## src/rtl/driver_display_pkg.sv

```systemverilog
// Shared definitions for the vending-machine display driver: mode codes,
// segment glyphs, default timing and the binary-to-BCD helpers.
package driver_display_pkg;

   typedef enum logic [1:0] {
      MODO_OCIOSO    = 2'd0,
      MODO_SELECAO   = 2'd1,
      MODO_PAGAMENTO = 2'd2,
      MODO_LIBERANDO = 2'd3
   } modo_e;

   // What the current slot shows before segment encoding.
   typedef enum logic [1:0] {
      SRC_DIGIT,
      SRC_DASH,
      SRC_BLANK
   } src_e;

   typedef struct packed {
      logic [3:0] codigo;
      logic [2:0] preco;
      logic [3:0] valor;
      modo_e      modo;
   } shadow_t;

   localparam int DEF_DIV_SCAN     = 12500;
   localparam int DEF_BLANK_CYC    = 16;
   localparam int DEF_BLINK_FRAMES = 250;

   localparam logic [7:0] SEG_BLANK = 8'hFF;
   localparam logic [7:0] SEG_DASH  = 8'hBF;

   // Digit table, active-low g..a; anything above 9 renders blank.
   function automatic logic [6:0] digit_glyph(input logic [3:0] d);
      case (d)
         4'd0:    return 7'h40;
         4'd1:    return 7'h79;
         4'd2:    return 7'h24;
         4'd3:    return 7'h30;
         4'd4:    return 7'h19;
         4'd5:    return 7'h12;
         4'd6:    return 7'h02;
         4'd7:    return 7'h78;
         4'd8:    return 7'h00;
         4'd9:    return 7'h10;
         default: return 7'h7F;
      endcase
   endfunction

   function automatic logic [3:0] bcd_tens(input logic [3:0] v);
      return (v >= 4'd10) ? 4'd1 : 4'd0;
   endfunction

   function automatic logic [3:0] bcd_units(input logic [3:0] v);
      return (v >= 4'd10) ? (v - 4'd10) : v;
   endfunction

endpackage

```

## src/rtl/driver_display_decod7seg.sv

```systemverilog
// Single-digit decoder: BCD digit plus decimal point to an active-low
// 8-bit segment pattern {dp, g, f, e, d, c, b, a}.
module decod7seg
   import driver_display_pkg::*;
(
   input  logic [3:0] digit_i,
   input  logic       dp_i,
   output logic [7:0] seg_o
);

   assign seg_o = {~dp_i, digit_glyph(digit_i)};

endmodule

```

## src/rtl/driver_display.sv

```systemverilog
// Multiplexed 4-digit 7-segment driver: scans D1..D4, latches its inputs once
// per frame so a digit never tears, and blinks the credit while dispensing.
module driver_display
   import driver_display_pkg::*;
#(
   parameter int DIV_SCAN     = DEF_DIV_SCAN,
   parameter int BLANK_CYC    = DEF_BLANK_CYC,
   parameter int BLINK_FRAMES = DEF_BLINK_FRAMES
) (
   input  logic       clk,
   input  logic       reset,
   input  logic [3:0] codigo_produto,
   input  logic [2:0] preco,
   input  logic [3:0] valor_acumulado,
   input  logic [1:0] modo,
   output logic [7:0] segmentos,
   output logic       D1,
   output logic       D2,
   output logic       D3,
   output logic       D4
);

   localparam int SLOT_W  = (DIV_SCAN > 1) ? $clog2(DIV_SCAN) : 1;
   localparam int BLINK_W = (BLINK_FRAMES > 1) ? $clog2(BLINK_FRAMES) : 1;

   if (BLANK_CYC >= DIV_SCAN) begin : g_bad_cfg
      $error("driver_display: BLANK_CYC must be smaller than DIV_SCAN");
   end

   logic [SLOT_W-1:0]  slot_q;
   logic [1:0]         idx_q;
   logic [BLINK_W-1:0] blink_cnt_q;
   logic               blink_on_q;
   shadow_t            shadow_q;
   logic [7:0]         seg_q, seg_d;
   logic [3:0]         dig_n_q, dig_n_d;

   logic       slot_wrap, frame_end, show;
   src_e       src;
   logic [3:0] digit;
   logic       dp;
   logic [7:0] seg_digit;

   assign slot_wrap = (slot_q == SLOT_W'(DIV_SCAN - 1));
   assign frame_end = slot_wrap && (idx_q == 2'd3);

   // NOTE: every always_comb output gets a default first so no latch is inferred.
   always_comb begin
      src   = SRC_BLANK;
      digit = 4'd0;
      dp    = 1'b0;
      show  = 1'b1;
      case (shadow_q.modo)
         MODO_OCIOSO: src = SRC_DASH;
         MODO_SELECAO: begin
            if (idx_q == 2'd0) begin
               src   = SRC_DIGIT;
               digit = bcd_tens(shadow_q.codigo);
            end else if (idx_q == 2'd1) begin
               src   = SRC_DIGIT;
               digit = bcd_units(shadow_q.codigo);
            end
         end
         MODO_PAGAMENTO: begin
            src = SRC_DIGIT;
            case (idx_q)
               2'd0: digit = bcd_tens({1'b0, shadow_q.preco});
               2'd1: begin
                  digit = bcd_units({1'b0, shadow_q.preco});
                  dp    = 1'b1;
               end
               2'd2: digit = bcd_tens(shadow_q.valor);
               default: digit = bcd_units(shadow_q.valor);
            endcase
         end
         default: begin
            show = blink_on_q;
            if (idx_q == 2'd2) begin
               src   = SRC_DIGIT;
               digit = bcd_tens(shadow_q.valor);
            end else if (idx_q == 2'd3) begin
               src   = SRC_DIGIT;
               digit = bcd_units(shadow_q.valor);
            end
         end
      endcase
   end

   decod7seg u_decod7seg (
      .digit_i (digit),
      .dp_i    (dp),
      .seg_o   (seg_digit)
   );

   // Anti-ghosting gap at the start of each slot, and the blink-off phase,
   // both turn every digit off.
   always_comb begin
      seg_d   = SEG_BLANK;
      dig_n_d = 4'hF;
      if (slot_q >= SLOT_W'(BLANK_CYC) && show) begin
         dig_n_d = ~(4'b0001 << idx_q);
         case (src)
            SRC_DIGIT: seg_d = seg_digit;
            SRC_DASH:  seg_d = SEG_DASH;
            default:   seg_d = SEG_BLANK;
         endcase
      end
   end

   // NOTE: sequential state uses non-blocking assignments only.
   always_ff @(posedge clk or negedge reset) begin
      if (!reset) begin
         slot_q      <= '0;
         idx_q       <= 2'd0;
         blink_cnt_q <= '0;
         blink_on_q  <= 1'b1;
         shadow_q    <= '{codigo: 4'd0, preco: 3'd0, valor: 4'd0, modo: MODO_OCIOSO};
         seg_q       <= SEG_BLANK;
         dig_n_q     <= 4'hF;
      end else begin
         seg_q   <= seg_d;
         dig_n_q <= dig_n_d;
         slot_q  <= slot_wrap ? '0 : slot_q + SLOT_W'(1);
         if (slot_wrap) idx_q <= idx_q + 2'd1;
         if (frame_end) begin
            shadow_q <= '{codigo: codigo_produto, preco: preco,
                          valor: valor_acumulado, modo: modo_e'(modo)};
            if (blink_cnt_q == BLINK_W'(BLINK_FRAMES - 1)) begin
               blink_cnt_q <= '0;
               blink_on_q  <= ~blink_on_q;
            end else begin
               blink_cnt_q <= blink_cnt_q + BLINK_W'(1);
            end
         end
      end
   end

   assign segmentos        = seg_q;
   assign {D4, D3, D2, D1} = dig_n_q;

endmodule

```

## config.mk

```make
export PLATFORM = sky130hd
export DESIGN_NAME = driver_display
export DESIGN_NICKNAME = d
export VERILOG_FILES = /design/src/rtl/driver_display_pkg.sv /design/src/rtl/driver_display_decod7seg.sv /design/src/rtl/driver_display.sv
export SDC_FILE = /design/constraint.sdc
export NUM_CORES = 1
export LEC_CHECK = 0
export CORE_ASPECT_RATIO = 0.6
export CORE_UTILIZATION = 51
export CTS_CLUSTER_DIAMETER = 100
export DETAILED_ROUTE_END_ITERATION = 10
export HOLD_SLACK_MARGIN = 0.08
export PLACE_DENSITY = 0.83
export SYNTH_ARGS = -nofsm -noshare
export SYNTH_HDL_FRONTEND = slang
export SYNTH_SLANG_ARGS = --single-unit
```

## constraint.sdc

```tcl
create_clock -name clk -period 2.2 [get_ports clk]
set_clock_uncertainty 0.2 [all_clocks]
set_input_delay 0.44 -clock clk [delete_from_list [all_inputs] [get_ports clk]]
set_output_delay 0.44 -clock clk [all_outputs]
set_load 0.05 [all_outputs]
```

==> metrics.cfg <==
[status]
status = finished with violations
violations = negative setup slack

[power]
power_leakage_nw = 1.70
powerDensity_mw_per_mm2 = 417
peakVddDrop_v = 0.000286

[drt]
ant_nets = 0
drc = 0
wl_um = 7710
via_per_inst = 5.93
first_pass_iters = 5
num_vias = 2489
dr.first_iter.drc_count = 210
drt-wirelength-per-cell_um = 18.4

[yosys]
yosysWarnings = 0
synth_edf_count = 0
synthFlopType = dfrtp_1
synth_area_leaders = dfrtp_1, dfstp_2, nand2_1, ha_1, o21ai_0
syn-cell-area_mm2 = 0.00267
yosysTopAreaCell = dfrtp_1
async_reset_ff_frac = 1.00
synth_common_cells = nand2_1, dfrtp_1, nor2_1, ha_1
synth_top_area_share = 0.346
ys_ff_latch = 50
ys_seq_area_frac = 0.474
synth_cell_types = 52
avgSynthCellArea_um2 = 9.58
synth.most_common_cell = nand2_1
syn_inst = 279
synth_fp_nets = 310

[sta]
holdWs_ns = 0.295
setup_viol = 28
relSlewSlack = 0.646
min_period_ns = 2.43
setup_slack_ns = -0.230
period_share = 1.10
rsz0062_at_grt = true
hold_viol = 0
tightest_slew_ns = 0.531
fmax_ghz = 0.412
drv_slew = 0

[final_layout]
multi_input_area_mm2 = 0.00169
antenna_cells = 0
post-route-util = 0.811
syn_to_final_growth_pct = 45.6
regArea_mm2 = 0.00127
final_cell_area_mm2 = 0.00389
drive_gt1_frac = 0.423
nFillCells = 256
fin_nets = 387

[grt]
grt_use_total = 0.258
grt_max_degree = 31
grt_pass1_vias = 2252
antenna_found_initial = 0
grt_pass1_wl_um = 10800
overflow = 0

[cts]
path_clk_slew_ns = 0.10
cts_buffers = 5
root_buffer = clkbuf_8
cts_tree = yes
clk_latency_ns = 0.31
ctsHtreeMaxLevel = 2
numClockSinks = 50
clk_path_buf_depth = 2

[place]
dp_slack_ns = -0.170
io_buffers = 26
place_area_mm2 = 0.00327
hpwl_um = 4470
gp_congestion = 0.828

[die]
ios = 27
die_h_um = 58.1
rows = 19
core_area_mm2 = 0.00480
start_util = 0.557
die-area_mm2 = 0.00554
dieWidth_um = 95.5

[worst_setup_path]
cpMaxStageDelayCell = dfrtp_1
crit_top_cell = ha_4
critPathLaunchType = flip-flop
setup.worst_path.end_class = flip-flop
path_max_fanout = 4
critPathKind = flip-flop to flip-flop
critPathMaxStageDelay_ns = 0.45
worstPathCellList = inv_2, ha_4, nor4bb_4, and2_1, a221o_2, buf_6, ha_4, o211ai_1, o221ai_1
worstPathRequired_ns = 2.22
critPathArrivalTime_ns = 2.45
r2r_cells = 9

[run]
drv_cap = 0

[hold_path]
whs_path_depth = 1
hp-class = flip-flop to flip-flop

[final timing paths]
check	from	end	slack, ns
max	idx_q[1]	segmentos[6]	-0.23
min	slot_q[0]	slot_q[0]	0.29
max reg2reg	idx_q[1]	segmentos[6]	-0.23
min reg2reg	slot_q[0]	slot_q[0]	0.29
max in group asynchronous	reset	idx_q[0]	0.80
min in group asynchronous	reset	slot_q[2]	0.43
[critical path, delay by kind of cell (launching register included)]
family	cells	cell delay, ns
compound gates	3	0.74
buf+inv	2	0.25
fa+ha+maj	2	0.35
simple gates	2	0.36
flops	1	0.45
[sequential cells by signal, summed over array words and instances (netlist names)]
name	flops
idx_q	2
blink_cnt_q	8
blink_on_q	1
dig_n_q	4
shadow_q	13
slot_q	14
segmentos	8
[per-stage QoR]
step,cells,power [mW],setup TNS [ns]
after floorplan,279,0.937,-0.00421
after CTS,415,1.62,-0.767
after global placement,395,0.982,-0.349
final,420,1.62,-3.22
after detailed placement,395,0.984,-1.23
after global routing,420,1.67,-4.68
[metal layers]
| metal | GRT usage | wire length (um) | vias up |
|---|---|---|---|
| met5 | 0 | 0 | - |
| met4 | 0.109 | 125 | 0 |
| met3 | 0.0538 | 595 | 17 |
| met2 | 0.386 | 3650 | 128 |
| met1 | 0.367 | 3350 | 1215 |
| li1 | - | - | 1129 |
[power by group]
part | internal, mW | switching [mW]
clock network | 0.341 | 0.311
logic | 0.0256 | 0.0252
registers | 0.920 | 0
total | 1.29 | 0.337
[placed cells by master, fill, tap and decap left out, types with 6 or more instances in the layout]
cell type and instances:
nand2_2 11, inv_1 10, buf_6 6, buf_4 54, dfstp_2 13, clkdlybuf4s50_1 13
and2_1 6, xnor2_1 7, nor2_1 17, ha_4 9, o21ai_1 7, dfrtp_1 34
nand2_1 39, ha_1 7, xor2_1 6, nand3_1 9
[layout make-up]
type                            instances  share of cell area
Clock buffer                            7              0.0196
Timing Repair Buffer                   79               0.178
Sequential cell                        50               0.327
Clock inverter                          1             0.00771
Multi-Input combinational cell        206               0.434
Inverter                               14              0.0141
Tap cell                               63              0.0203
[logic make-up (layout without fill, tap and decap cells)]
group,after synthesis,count (layout),synth area share
AND/OR/NAND/NOR,124,124,0.233
XOR/XNOR,14,14,0.0459
flip-flops,50,50,0.474
buffers and inverters,23,101,0.0384
AO/OA/AOI/OAI,52,52,0.133
adder cells (fa/ha/maj),16,16,0.0749
[timing repair]
action,CTS,global route
setup endpoints to repair,26,27
gates cloned,0,1
hold buffers,1,0
pin swaps,21,37
gates resized for setup,37,53
endpoints found under the hold margin,7,0
buffers inserted,11,5
Power figures use the tool's default switching activity.
